[src/rtl/branch_pkg.sv]
// -----------------------------------------------------------------------------
// branch_pkg
// Shared definitions for the branch unit: branch format code, instruction
// field positions, condition and mode encodings, and the redirect FSM states.
//
// Instruction field map (LSB first):
//   [1:0]   format   (2'b10 = branch)
//   [3:2]   cond     (cond_e)
//   [11:4]  offset   (8-bit absolute target or signed PC-relative offset)
//   [13:12] mode     (mode_e)
// -----------------------------------------------------------------------------
package branch_pkg;

  localparam logic [1:0] FMT_BRANCH = 2'b10;

  localparam int FMT_LSB  = 0;
  localparam int COND_LSB = 2;
  localparam int OFF_LSB  = 4;
  localparam int OFF_W    = 8;
  localparam int MODE_LSB = 12;

  typedef enum logic [1:0] {
    COND_Z      = 2'b00,  // creg == 0
    COND_ONE    = 2'b01,  // creg == 1
    COND_TWO    = 2'b10,  // creg == 2
    COND_ALWAYS = 2'b11
  } cond_e;

  typedef enum logic [1:0] {
    MODE_ABS  = 2'b00,
    MODE_REL  = 2'b01,
    MODE_CALL = 2'b10,
    MODE_RET  = 2'b11
  } mode_e;

  typedef enum logic {
    ST_RUN    = 1'b0,
    ST_BUBBLE = 1'b1
  } state_e;

endpackage

[src/rtl/branch_unit_if.sv]
// -----------------------------------------------------------------------------
// branch_unit_if
// Bundle between fetch / decode-execute and the branch unit.
//   run        fetch -> unit   instruction on memory_out is valid
//   memory_out fetch -> unit   current instruction
//   creg       exec  -> unit   compare result register
//   pc         unit  -> fetch  registered program counter
//   runo       unit  -> exec   unit accepts an instruction this cycle
//   flush      unit  -> exec   discard the instruction behind a taken branch
//   ras_err    unit  -> exec   sticky return-stack overflow/underflow
//   taken_cnt, nottaken_cnt    only when BRANCH_STATS_EN is defined
// Parameters must match those of the branch_unit instance it connects to.
// -----------------------------------------------------------------------------
interface branch_unit_if #(
  parameter int PC_W    = 8,
  parameter int INSTR_W = 16,
  parameter int CREG_W  = 16
);

  logic               run;
  logic [INSTR_W-1:0] memory_out;
  logic [CREG_W-1:0]  creg;
  logic [PC_W-1:0]    pc;
  logic               runo;
  logic               flush;
  logic               ras_err;

`ifdef BRANCH_STATS_EN
  logic [15:0]        taken_cnt;
  logic [15:0]        nottaken_cnt;

  modport master (
    output run, memory_out, creg,
    input  pc, runo, flush, ras_err, taken_cnt, nottaken_cnt
  );

  modport slave (
    input  run, memory_out, creg,
    output pc, runo, flush, ras_err, taken_cnt, nottaken_cnt
  );
`else
  modport master (
    output run, memory_out, creg,
    input  pc, runo, flush, ras_err
  );

  modport slave (
    input  run, memory_out, creg,
    output pc, runo, flush, ras_err
  );
`endif

endinterface

[src/rtl/branch_ras.sv]
// -----------------------------------------------------------------------------
// branch_ras
// Return-address stack (LIFO). Pushes while full and pops while empty are
// ignored; the caller detects those cases through full/empty.
//   clk, rst_n  clock, synchronous active-low reset (empties the stack)
//   push        write push_data on top
//   pop         discard the top entry
//   full/empty  occupancy status
//   top         most recently pushed entry (undefined when empty)
// -----------------------------------------------------------------------------
module branch_ras #(
  parameter int DEPTH = 4,
  parameter int W     = 8
) (
  input  logic         clk,
  input  logic         rst_n,
  input  logic         push,
  input  logic         pop,
  input  logic [W-1:0] push_data,
  output logic         full,
  output logic         empty,
  output logic [W-1:0] top
);

  localparam int PTR_W = $clog2(DEPTH);
  localparam logic [PTR_W-1:0] IDX_ONE = PTR_W'(1);

  // count_q has one extra bit so that "full" is distinguishable from "empty".
  logic [PTR_W:0]   count_q;
  logic [W-1:0]     mem_q [DEPTH];
  logic [PTR_W-1:0] wr_idx;
  logic [PTR_W-1:0] top_idx;

  assign full    = (count_q == (PTR_W + 1)'(DEPTH));
  assign empty   = (count_q == '0);
  assign wr_idx  = count_q[PTR_W-1:0];
  assign top_idx = wr_idx - IDX_ONE;
  assign top     = mem_q[top_idx];

  // NOTE: sequential state uses non-blocking assignments so every flop samples
  // pre-edge values regardless of process ordering.
  always_ff @(posedge clk) begin
    if (!rst_n) begin
      count_q <= '0;
    end else if (push && !full) begin
      count_q <= count_q + 1'b1;
    end else if (pop && !empty) begin
      count_q <= count_q - 1'b1;
    end
  end

  // NOTE: the storage array is deliberately not reset; count_q alone defines
  // which entries are valid, so clearing the data would only cost logic.
  always_ff @(posedge clk) begin
    if (push && !full) begin
      mem_q[wr_idx] <= push_data;
    end
  end

endmodule

[src/rtl/branch_unit.sv]
// -----------------------------------------------------------------------------
// branch_unit
// Owns the program counter. Resolves branches against the compare register,
// supports absolute, PC-relative, CALL and RET targets, and inserts a
// one-cycle redirect bubble (runo low, flush high) after every taken branch.
//   clk    rising-edge clock
//   rst_n  synchronous active-low reset
//   bus    branch_unit_if.slave (run, memory_out, creg in; pc, runo, flush,
//          ras_err out; taken_cnt/nottaken_cnt with BRANCH_STATS_EN)
// Optional feature macro: BRANCH_STATS_EN adds saturating taken / not-taken
// branch counters.
// -----------------------------------------------------------------------------
module branch_unit
  import branch_pkg::*;
#(
  parameter int PC_W      = 8,
  parameter int INSTR_W   = 16,
  parameter int CREG_W    = 16,
  parameter int RAS_DEPTH = 4
) (
  input  logic        clk,
  input  logic        rst_n,
  branch_unit_if.slave bus
);

  state_e          state_q, state_d;
  logic [PC_W-1:0] pc_q, pc_d;
  logic            ras_err_q;

  logic [INSTR_W-1:0] instr;
  logic [OFF_W-1:0]   offset;
  cond_e              cond;
  mode_e              mode;
  logic               is_branch, cond_true, accept, br_hit;
  logic               taken, not_taken, ras_fault;
  logic               push, pop, ras_full, ras_empty;
  logic [PC_W-1:0]    pc_inc, target, ras_top;

  assign instr  = bus.memory_out;
  assign offset = instr[OFF_LSB +: OFF_W];
  assign cond   = cond_e'(instr[COND_LSB +: 2]);
  assign mode   = mode_e'(instr[MODE_LSB +: 2]);

  generate
    if (INSTR_W > 14) begin : g_unused_hi
      logic unused_hi;
      assign unused_hi = ^instr[INSTR_W-1:14];
    end
  endgenerate

  // NOTE: every signal driven here gets a default first, so no path leaves
  // one unassigned and no latch is inferred.
  always_comb begin
    is_branch = (instr[FMT_LSB +: 2] == FMT_BRANCH);
    cond_true = 1'b0;
    case (cond)
      COND_Z:      cond_true = (bus.creg == CREG_W'(0));
      COND_ONE:    cond_true = (bus.creg == CREG_W'(1));
      COND_TWO:    cond_true = (bus.creg == CREG_W'(2));
      COND_ALWAYS: cond_true = 1'b1;
      default:     cond_true = 1'b0;
    endcase

    accept = bus.run && (state_q == ST_RUN);
    br_hit = accept && is_branch && cond_true;

    // A RET with nothing to return to degrades to a not-taken branch.
    taken     = br_hit && !((mode == MODE_RET) && ras_empty);
    not_taken = accept && is_branch && !taken;
    push      = br_hit && (mode == MODE_CALL) && !ras_full;
    pop       = br_hit && (mode == MODE_RET) && !ras_empty;
    ras_fault = br_hit && (((mode == MODE_CALL) && ras_full) ||
                           ((mode == MODE_RET) && ras_empty));

    pc_inc = pc_q + 1'b1;
    target = PC_W'(offset);
    case (mode)
      MODE_ABS:  target = PC_W'(offset);
      MODE_REL:  target = pc_q + PC_W'(signed'(offset));
      MODE_CALL: target = PC_W'(offset);
      MODE_RET:  target = ras_top;
      default:   target = PC_W'(offset);
    endcase

    pc_d = pc_q;
    if (accept) begin
      pc_d = taken ? target : pc_inc;
    end
  end

  // Redirect FSM: a taken branch costs exactly one bubble cycle.
  always_comb begin
    state_d = state_q;
    case (state_q)
      ST_RUN:    if (taken) state_d = ST_BUBBLE;
      ST_BUBBLE: state_d = ST_RUN;
      default:   state_d = ST_RUN;
    endcase
  end

  always_ff @(posedge clk) begin
    if (!rst_n) begin
      state_q   <= ST_RUN;
      pc_q      <= '0;
      ras_err_q <= 1'b0;
    end else begin
      state_q <= state_d;
      pc_q    <= pc_d;
      if (ras_fault) ras_err_q <= 1'b1;
    end
  end

  branch_ras #(
    .DEPTH (RAS_DEPTH),
    .W     (PC_W)
  ) u_ras (
    .clk       (clk),
    .rst_n     (rst_n),
    .push      (push),
    .pop       (pop),
    .push_data (pc_inc),
    .full      (ras_full),
    .empty     (ras_empty),
    .top       (ras_top)
  );

  assign bus.pc      = pc_q;
  assign bus.runo    = (state_q == ST_RUN);
  assign bus.flush   = (state_q == ST_BUBBLE);
  assign bus.ras_err = ras_err_q;

`ifdef BRANCH_STATS_EN
  logic [15:0] taken_cnt_q, nottaken_cnt_q;

  always_ff @(posedge clk) begin
    if (!rst_n) begin
      taken_cnt_q    <= '0;
      nottaken_cnt_q <= '0;
    end else begin
      if (taken && (taken_cnt_q != 16'hFFFF))
        taken_cnt_q <= taken_cnt_q + 1'b1;
      if (not_taken && (nottaken_cnt_q != 16'hFFFF))
        nottaken_cnt_q <= nottaken_cnt_q + 1'b1;
    end
  end

  assign bus.taken_cnt    = taken_cnt_q;
  assign bus.nottaken_cnt = nottaken_cnt_q;
`else
  logic unused_not_taken;
  assign unused_not_taken = not_taken;
`endif

endmodule

[src/flat_wrapper.sv]
// flat-port wrapper written by rule: the top's interface ports become plain ports
module branch_unit_flat import branch_pkg::*;
#(
  parameter int PC_W      = 8,
  parameter int INSTR_W   = 16,
  parameter int CREG_W    = 16,
  parameter int RAS_DEPTH = 4
)
  (clk, rst_n, bus_run, bus_memory_out, bus_creg, bus_pc, bus_runo, bus_flush, bus_ras_err);
  branch_unit_if #(.PC_W(PC_W), .INSTR_W(INSTR_W), .CREG_W(CREG_W)) bus_i ();
  input  logic clk;
  input  logic rst_n;
  input wire logic [$bits(bus_i.run)-1:0] bus_run;
  input wire logic [$bits(bus_i.memory_out)-1:0] bus_memory_out;
  input wire logic [$bits(bus_i.creg)-1:0] bus_creg;
  output wire logic [$bits(bus_i.pc)-1:0] bus_pc;
  output wire logic [$bits(bus_i.runo)-1:0] bus_runo;
  output wire logic [$bits(bus_i.flush)-1:0] bus_flush;
  output wire logic [$bits(bus_i.ras_err)-1:0] bus_ras_err;
  assign bus_i.run = bus_run;
  assign bus_i.memory_out = bus_memory_out;
  assign bus_i.creg = bus_creg;
  assign bus_pc = bus_i.pc;
  assign bus_runo = bus_i.runo;
  assign bus_flush = bus_i.flush;
  assign bus_ras_err = bus_i.ras_err;
  branch_unit #(.PC_W(PC_W), .INSTR_W(INSTR_W), .CREG_W(CREG_W), .RAS_DEPTH(RAS_DEPTH)) u_core (.clk(clk), .rst_n(rst_n), .bus(bus_i));
endmodule
[config.mk]
export PLATFORM = sky130hd
export DESIGN_NAME = branch_unit_flat
export DESIGN_NICKNAME = d
export VERILOG_FILES = /design/src/rtl/branch_pkg.sv /design/src/rtl/branch_unit_if.sv /design/src/rtl/branch_ras.sv /design/src/rtl/branch_unit.sv /design/src/flat_wrapper.sv
export SDC_FILE = /design/constraint.sdc
export NUM_CORES = 1
export LEC_CHECK = 0
export CAP_MARGIN = 40
export CORE_MARGIN = 2
export CORE_UTILIZATION = 60
export CTS_CLUSTER_SIZE = 25
export DETAILED_ROUTE_END_ITERATION = 10
export DONT_BUFFER_PORTS = 1
export GPL_TIMING_DRIVEN = 0
export PLACE_DENSITY = 0.76
export SETUP_SLACK_MARGIN = 0.3
export SLEW_MARGIN = 20
export SYNTH_ARGS = -nofsm -noshare
export SYNTH_HDL_FRONTEND = slang
export SYNTH_SLANG_ARGS = --single-unit
[constraint.sdc]
create_clock -name clk -period 8.65 [get_ports clk]
set_clock_uncertainty 0.1 [all_clocks]
set_input_delay 1.73 -clock clk [delete_from_list [all_inputs] [get_ports clk]]
set_output_delay 1.73 -clock clk [all_outputs]
set_load 0.02 [all_outputs]
======== Yosys cells after proc, flatten, opt, wreduce, memory -nomap -nowiden ========
Memory sizes are Yosys's and may differ from the RTL's.
Index checks and enable logic that the tools add are counted.
storage, ports and cells
  register bits ........................... 13
  memory bits (writable) .................. 32
  bits of input ports ..................... 35
  logic and storage cells ................. 53
  memories kept ........................... 1
operators by class
  $add $sub $neg .......................... 5
  equal/unequal tests ..................... 10
  mux-type cells .......................... 9
  bitwise logic cells ..................... 1
  reduce and logical (&&, ||, !) cells .... 23
memories
  name                words  width  rd ports  clocked after memory_dff  wr ports  line              source
  u_core.u_ras.mem_q  4      8      1         0                         1         branch_ras.sv:30  logic [W-1:0] mem_q [DEPTH];
operator list
  kind                                                  number
  case mux 8 bit (3 select lines)                       1
  equality test 16 x 1 -> 1 bit, second input constant  1
  equality test 16 x 2 -> 1 bit, second input constant  1
  zero test 16 bit                                      1
  logical AND 1 bit                                     13
  equality test 2 bit, second input constant            5
  adder 8 x 1 -> 8 bit, second input constant           1
  adder 8 bit                                           1
  2-to-1 mux 8 bit                                      1
  2-to-1 mux 3 bit                                      2
  equality test 2 x 1 -> 1 bit, second input constant   2
  zero test 2 bit                                       2
  case mux 1 bit (4 select lines)                       1
  adder 3 x 1 -> 3 bit, second input constant           1
  equality test 3 bit, second input constant            1
  zero test 1 bit                                       3
  zero test 3 bit                                       1
  2-to-1 mux 1 bit                                      3
  subtractor 3 x 1 -> 3 bit, second input constant      1
  case mux 1 bit (2 select lines)                       1
  nonzero test 2 bit                                    1
  OR reduction 2 bit                                    1
  subtractor 2 x 1 -> 2 bit, second input constant      1
  logical OR 1 bit                                      1
  NOT 1 bit                                             1

======== Depth between registers and ports, before layout ========
Gate-level depths: netlist (run 1).
  depth after elaboration ................. 9
  mapped depth ............................ 13

======== Modules after synthesis ========
Synthesis (run 1) repeated with hierarchy kept, for this count alone.
unflattened totals
  cell total of the unflattened synthesis .. 248
  area total of the unflattened synthesis .. 2727.6 µm²
modules (own cells, without submodules)
  module       instances  cells each  area an instance (µm²)  seq. area each (µm²)
  branch_ras   1          79          1500.2                  1021.0
  branch_unit  1          169         1227.4                  200.2

======== Worst setup path before layout (run 1) ========
Ideal clock, no wire load.
  kind .................................... input to register
  from .................................... in bus_memory_out[2]
  to ...................................... reg u_core.u_ras.count_q[2]
  library setup time ...................... 0.070 ns
  arrival ................................. 4.180 ns
  required time ........................... 8.480 ns
  path slack .............................. 4.301 ns
  stages on the path ...................... 13
  path buffers ............................ 0
  cells stage by stage .................... inv_1 -> ha_1 -> nor4bb_1 -> nor4_2 -> a211oi_2 -> nand2_1 -> a211oi_1 -> inv_1 -> fa_1 -> nor2_1 -> mux2i_1 -> or3_1 -> a21oi_1
on the way
  cells in the longest elaborated chain, start to end .. 7
  elaborated cells between the ends (all ways) .. 14
ends and longest elaborated chain
  what                                                           line                                  source
  from (decl)                                                    flat_wrapper.sv:14                    input wire logic [$bits(bus_i.memory_out)-1:0] bus_memory_out;
  equality test 2 bit, or another cell as far along              branch_unit.sv:56                     case (cond)
  case mux 1 bit (4 select lines) (*)                            branch_unit.sv:56
  logical AND 1 bit (*)                                          branch_unit.sv:65                     br_hit = accept && is_branch && cond_true;
  logical AND 1 bit (on tied branches) (2 in a row)              branch_unit.sv:70, branch_unit.sv:71
  logical AND 1 bit (on tied branches)                           branch_ras.sv:45, branch_ras.sv:47
  2-to-1 mux 3 bit / nonzero test 2 bit (equally long branches)  --
  to (signal assigned)                                           branch_ras.sv:46                      count_q <= count_q + 1'b1;
  to (signal assigned)                                           branch_ras.sv:48                      count_q <= count_q - 1'b1;
  to (decl)                                                      branch_ras.sv:29                      logic [PTR_W:0] count_q;
Mark *: on every way between the ends. The rest lies on a longest branch, timed or not.
A chain may end at the register's enable or synchronous reset.

======== Final worst setup path (run 1) ========
Ends and elaborated chain as after synthesis.

==> out/metrics.yaml, run 1 <==
status: "complete, no violations"
netlist_area_sq_um: 2580
synthArstFlopShare_pct: 0
synth_seq_cells: 45
clockBufferDepth: 2
post_cts_resized: 0
peakVddDrop_v: 0.000104
initial_core_util_pct: 63.6
comb_power_share_pct: 8.7
synth_top_cells_by_area: "edfxtp_1 37%, dfxtp_1 10%, ha_1 7.3%"
grt_max_degree: 16
finalSetupTns_ns: 0
grt_util_met1_pct: 30.1
max_freq_mhz: 224
dieArea_sq_um: 4840
clkSinkCount: 45
num_vias: 1779
numPortBuffers: 0
hold_end: "u_core.u_ras.count_q[2]$_SDFFE_PN0P_"
rsz0062_at_grt: "no"
routedWlPerCell_microns: 18.9
synth_top_area_cell: "edfxtp_1"
fp-row-count: 23
timing.rr.start: "u_core.bus.flush$_SDFF_PP0_"
relSlewSlack_pct: 51.7
drc_errors: 0
synth-main-ff-cell: "edfxtp_1"
holdWs_ns: 0.485
first_iter_violations: 119
grt_use_total_pct: 24.2
holdPathStages: 2
area_delta_synth_final_pct: 6.40
seqPwrFrac_pct: 58.6
dpl.hpwl_microns: 4050
routed_via_density: 6.26
rrSetupSlack_ns: 5.62
yosys.area.top_type_share_pct: 37.2
placed_cell_area_sq_um: 2660
grt_pass1_vias: 1876
hold_viol: 0
swShare_pct: 24.5
die_width_microns: 69.6
syn-num-nets: 277
setup_slack_ns: 4.19
slew_viol_final: 0
io_pins: 46
ys_warn_count: 0
min_path_type: "register to register"
rr_worst_depth: 11
insertion_delay_ns: 0.31
syn_inst: 225
power_density_nw_per_um2: 146
drive_above_1_share_pct: 13.2
hold_buffers: 0
cts_tree: "built"
ys_seq_area_share_pct: 47.3
multiInputGateArea_sq_um: 1260
leakagePower_uw: 0.00103
htreeDepth: 2
ys_types: 48
switching_power_uw: 98.7
wl_microns: 5370
synth-edff-count: 32
dr.pass1.iters: 4
core_area_sq_um: 4060
die-height_microns: 69.6
tightest_slew_ns: 0.722
place_ws_ns: 3.90
worst_setup_path_start_kind: "input pin"
clockRootBuffer: "clkbuf_8"
layout.area.seq_sq_um: 1220
numCtsBuffers: 5
worstPathRequired_ns: 8.79
postLayoutCellArea_sq_um: 2750
grt-ovfl-total: 0
ant_nets: 0
grtUsageMet2_pct: 42.8
clkTransAtPathRegs_ns: 0.09
period_needed_ns: 4.46
n_antenna_cell: 0
clockPowerShare_pct: 32.7
grt_antenna_before_repair: 0
endpoint_kind: "register"
busiest_layer: "met2"
nets: 285
grt_pass1_wl_microns: 9110
setup_viol: 0
fin_crit_sh_pct: 51.5
arrival_ns: 4.60
critical_path_class: "input pin to register"
p_int_uw: 304
cap_violations: 0
num-fill-cells: 304
r2r-end: "u_core.u_ras.count_q[2]$_SDFFE_PN0P_"
min-delay-start: "u_core.u_ras.count_q[2]$_SDFFE_PN0P_"
cts_post_setup_buffers_inserted: 0
place_congestion: 0.902
grt_use_met3_pct: 5.23
crit_fanout: 5
avgSynthCellArea_sq_um: 11.5
==> power groups by stage <==
stage                     clock, uW  sequential (uW)  combinational (uW)
after floorplan                   0              240                27.5
after global placement            0              241                32.3
after detailed placement          0              241                34.2
after CTS                       133              236                34.5
after global routing            141              236                39.8
final                           132              236                34.9
==> layout by cell type (no fill, tap or decap), drive strengths merged, types with 4 or more instances in the layout <==
| cell type | count |
|---|---|
| clkbuf | 8 |
| nor2 | 12 |
| nand2 | 13 |
| a21oi | 12 |
| xnor2 | 6 |
| a211oi | 5 |
| xor2 | 8 |
| dfxtp | 13 |
| nor4 | 5 |
| o21a | 4 |
| mux2i | 5 |
| o21ai | 19 |
| nand3 | 4 |
| inv | 13 |
| edfxtp | 32 |
| ha | 15 |
| buf | 8 |
| mux4 | 8 |
| and2 | 4 |
==> Yosys cell counts (all sizes together) (6+ instances only) <==
cell / n
xnor2: 6
a21oi: 12
buf: 7
mux4: 8
xor2: 8
nand2: 13
inv: 13
edfxtp: 32
ha: 15
dfxtp: 13
o21ai: 19
nor2: 12
==> per-stage QoR <==
step                util (%)  power, uW  std cells
floorplan                  -        267        225
detailed placement      65.5        275        276
CTS                     67.7        403        284
global placement        65.2        273        275
finish                  67.7        403        284
global route            67.7        417        284
==> worst max-delay path, cell delays in order <==
cell and delay [ns]:
inv_1 0.03, ha_1 0.29, nor4bb_1 0.36, nor4_2 0.10
a211oi_2 0.30, nand2_1 0.18, a211oi_1 0.40, inv_1 0.11
fa_1 0.45, nor2_1 0.13, mux2i_1 0.07, or3_1 0.30
a21oi_1 0.15
==> final cells by class <==
type                    count  share of cell area [%]
well taps                  50                    2.28
inverters                  13                    1.78
multi-input cells         157                    45.9
clock buffers               5                    2.50
clock inverters             3                   0.820
plain buffers              10                    2.14
repair buffers              1                   0.182
flip-flops and latches     45                    44.4
==> worst max path at each step <==
stage	startpoint	endpoint	cells after the start
3_3_place_gp	bus_memory_out[2]	u_core.u_ras.mem_q[0][7]$_DFFE_PP_	7
4_1_cts	bus_memory_out[2]	u_core.u_ras.count_q[2]$_SDFFE_PN0P_	13
6_report	bus_memory_out[2]	u_core.u_ras.count_q[2]$_SDFFE_PN0P_	13
5_1_grt	bus_memory_out[2]	u_core.u_ras.count_q[2]$_SDFFE_PN0P_	13
2_1_floorplan	bus_memory_out[2]	u_core.u_ras.count_q[2]$_SDFFE_PN0P_	13
3_5_place_dp	bus_memory_out[2]	u_core.u_ras.count_q[2]$_SDFFE_PN0P_	13
==> metal layers <==
layer / part of all wire (%) / up-vias
met5: 0 / -
met4: 1.3 / 0
met2: 52 / 49
met3: 5.0 / 8
met1: 42 / 861
li1: - / 861
==> registers in the layout, summed over array words and instances (netlist names) <==
name and cells:
u_core.bus.ras_err 1, u_core.u_ras.mem_q 32, u_core.u_ras.count_q 3, u_core.bus.pc 8, u_core.bus.flush 1
==> kinds of logic after synthesis <==
| kind of cell | after synthesis | share of synthesized area, % |
|---|---|---|
| simple gates | 59 | 12.9 |
| compound gates | 54 | 13.2 |
| flops | 45 | 47.3 |
| buf+inv | 23 | 4.17 |
| fa+ha+maj | 17 | 8.82 |
| xor+xnor | 14 | 4.75 |
| mux | 13 | 8.91 |
No activity file was read; power rests on OpenSTA's default activity.
==> inputs of run 2 (changes only) <==
--- a/config.mk
+++ b/config.mk
@@ -5,14 +5,15 @@
 export SDC_FILE = /design/constraint.sdc
 export NUM_CORES = 1
 export LEC_CHECK = 0
+export ABC_AREA = 1
 export CAP_MARGIN = 40
 export CORE_MARGIN = 2
-export CORE_UTILIZATION = 60
+export CORE_UTILIZATION = 57
 export CTS_CLUSTER_SIZE = 25
 export DETAILED_ROUTE_END_ITERATION = 10
 export DONT_BUFFER_PORTS = 1
 export GPL_TIMING_DRIVEN = 0
-export PLACE_DENSITY = 0.76
+export PLACE_DENSITY = 0.75
 export SETUP_SLACK_MARGIN = 0.3
 export SLEW_MARGIN = 20
 export SYNTH_ARGS = -nofsm -noshare
==> constraint.sdc (replaced) <==
create_clock -name clk -period 3.94 [get_ports clk]
set_clock_uncertainty 0.1 [all_clocks]
set_input_delay 0.788 -clock clk [delete_from_list [all_inputs] [get_ports clk]]
set_output_delay 0.788 -clock clk [all_outputs]
set_load 0.02 [all_outputs]
==> run 2 against run 1 <==
Total power up 130%. Count of clock-buffer cells in the layout unchanged. Design area is 10% higher. Area after synthesis up 8.8%. Routed wire length up 16%. Critical path type is now register to register.
==> out/metrics.yaml, run 2 <==
cap_violations: 0  # unchanged
p_total_uw: 944  # +130%
place_congestion: 0.864  # -4.2%
ys_seq_area_share_pct: 43.5  # -3.8 points
clockRootBuffer: "clkbuf_8"
rr_worst_depth: 11  # unchanged
htreeDepth: 2  # unchanged
hold_end: "u_core.u_ras.count_q[2]$_SDFFE_PN0P_"
io_pins: 46  # unchanged
synth_top_cells_by_area: "edfxtp_1 34%, nand2_1 10%, dfxtp_1 9.3%"
synth_most_common_cell: "nand2_1"
hold_buffers: 0  # unchanged
synth_seq_cells: 45  # unchanged
insertion_delay_ns: 0.30  # about the same
die_width_microns: 74.2  # +6.6%
worst_setup_path_start_kind: "register"
dp_cells: 410  # +49%
initial_core_util_pct: 59.5  # -4.2 points
final_common_cell: "nand2_1"
netlist_area_sq_um: 2810  # +8.8%
routed_via_density: 5.42  # -13%
finalSetupTns_ns: 0  # unchanged
arrival_ns: 2.81  # -1.79 ns
fp-row-count: 25  # +8.7%
synth_commonest_cells: "77 x nand2_1, 43 x inv_1, 38 x nand3_1, 32 x edfxtp_1, 32 x nor2_1"
critical_path_class: "register to register"
nets: 403  # +41%
tightest_slew_ns: 0.804  # +0.0818 ns
max_freq_mhz: 373
yosys.area.top_type_share_pct: 34.2  # -3.0 points
ys_types: 35  # -27%
grt_max_degree: 16  # unchanged
area_delta_synth_final_pct: 7.75
routedWlPerCell_microns: 14.9  # -21%
holdPathStages: 2  # unchanged
post_cts_resized: 0  # unchanged
worstPathRequired_ns: 4.06  # -4.73 ns
synth_top_area_cell: "edfxtp_1"
synthArstFlopShare_pct: 0  # unchanged
dieArea_sq_um: 5510  # +14%
final_cell_mix: "77 x nand2_1, 43 x inv_1, 38 x nand3_1"
fin_crit_sh_pct: 68.1
place_ws_ns: 0.979  # -2.92 ns
peakVddDrop_v: 0.000172  # +65%
grt_antenna_before_repair: 0  # unchanged
ys_warn_count: 0  # unchanged
power_density_nw_per_um2: 312  # +110%
drc_errors: 0  # unchanged
num_vias: 2272  # +28%
setup_viol: 0  # unchanged
drive_above_1_share_pct: 10.8  # -2.5 points
rsz0062_at_grt: "no"
setup_slack_ns: 1.26  # -2.94 ns
regMostFlops: "u_core.u_ras.mem_q"
numCtsBuffers: 5  # unchanged
dpl.hpwl_microns: 4710  # +16%
relSlewSlack_pct: 46.2  # -5.5 points
avgSynthCellArea_sq_um: 8.21  # -28%
syn_inst: 342  # +52%
rrSetupSlack_ns: 1.26  # -4.36 ns
grt_pass1_wl_microns: 9910  # +8.8%
synth-main-ff-cell: "edfxtp_1"
clkSinkCount: 45  # unchanged
first_iter_violations: 191  # +61%
grt_pass1_vias: 2108  # +12%
min_path_type: "register to register"
period_needed_ns: 2.68
leakagePower_uw: 0.00126  # +22%
cp-startpoint: "u_core.u_ras.count_q[0]$_SDFFE_PN0P_"
crit_fanout: 11  # +6
synth-edff-count: 32  # unchanged
hold_viol: 0  # unchanged
clkTransAtPathRegs_ns: 0.08  # about the same
n_antenna_cell: 0  # unchanged
syn-num-nets: 394  # +42%
die-height_microns: 74.2  # +6.6%
min-delay-start: "u_core.u_ras.count_q[2]$_SDFFE_PN0P_"
status: "complete, no violations"
endpoint_kind: "register"
ant_nets: 0  # unchanged
numPortBuffers: 0  # unchanged
grt-ovfl-total: 0  # unchanged
largest_reg_flops: 32  # unchanged
wl_microns: 6250  # +16%
final_cells: 419  # +48%
clockBufferDepth: 2  # unchanged
slew_viol_final: 0  # unchanged
core_area_sq_um: 4720  # +16%
grt_use_total_pct: 24.2  # about the same
r2r-end: "u_core.bus.pc[7]$_SDFFE_PN0P_"
timing.rr.start: "u_core.u_ras.count_q[0]$_SDFFE_PN0P_"
dr.pass1.iters: 5  # +1
cts_post_setup_buffers_inserted: 0  # unchanged
cts_tree: "built"
## run 2: worst max-delay path by stage
stage / to / slack, ns / depth (start not counted)
after global routing: u_core.bus.pc[7]$_SDFFE_PN0P_ / 1.08 / 11
after global placement: u_core.u_ras.mem_q[0][4]$_DFFE_PP_ / 0.58 / 9
after CTS: u_core.u_ras.mem_q[3][3]$_DFFE_PP_ / 1.26 / 7
after detailed placement: u_core.u_ras.mem_q[3][3]$_DFFE_PP_ / 0.98 / 11
final: u_core.bus.pc[7]$_SDFFE_PN0P_ / 1.26 / 11
after floorplan: u_core.u_ras.mem_q[0][0]$_DFFE_PP_ / 1.15 / 9
## run 2: layout make-up
type / count / area [sq um]
flip-flops and latches: 45 / 1220
multi-input cells: 240 / 1350
fillers: 415 / 1700
clock inverters: 3 / 46.3
plain buffers: 6 / 51.3
well taps: 67 / 83.8
clock buffers: 5 / 68.8
inverters: 51 / 191
repair buffers: 2 / 12.5
## run 2: power by group
group / switching, uW / internal (uW)
Combinational: 52.0 / 27.7
Clock: 162 / 190
Sequential: 6.66 / 506
## run 2: worst max-delay path, cell delays in order, from the launching register on
cell and delay [ns]:
dfxtp_1 0.44, buf_4 0.22, inv_2 0.11, clkbuf_8 0.18, ha_1 0.30, clkbuf_1 0.39, o21ai_0 0.15, o21ai_0 0.31
a22oi_1 0.12, nand3_1 0.09, nand2_1 0.05, a21oi_1 0.15
## run 2: cell families (layout without fill, tap and decap cells)
family / after synthesis / count (layout) / synth area share [%]
XOR/XNOR: 8 / 8 / 2.49
adder cells (fa/ha/maj): 17 / 17 / 8.11
flip-flops: 45 / 45 / 43.5
AND/OR/NAND/NOR: 173 / 173 / 29.2
buffers and inverters: 57 / 67 / 8.64
AO/OA/AOI/OAI: 42 / 42 / 8.06
## run 2: metal layers
metal,vias up,share of wire (%),GRT usage (%)
met3,5,6.6,5.15
met4,0,0.88,7.27
met5,-,0,0
li1,1151,-,-
met1,1045,44,31.5
met2,71,49,40.7
## run 2: metrics by stage
stage | hold WS, ns | instance area, sq um | util [%]
6_report | 0.446 | 3030 | 64.1
5_1_grt | 0.475 | 3030 | 64.1
4_1_cts | 0.442 | 3020 | 63.9
3_5_place_dp | 0.430 | 2900 | 61.5
3_3_place_gp | 0.420 | 2890 | 61.2
2_1_floorplan | 0.396 | 2810 | -
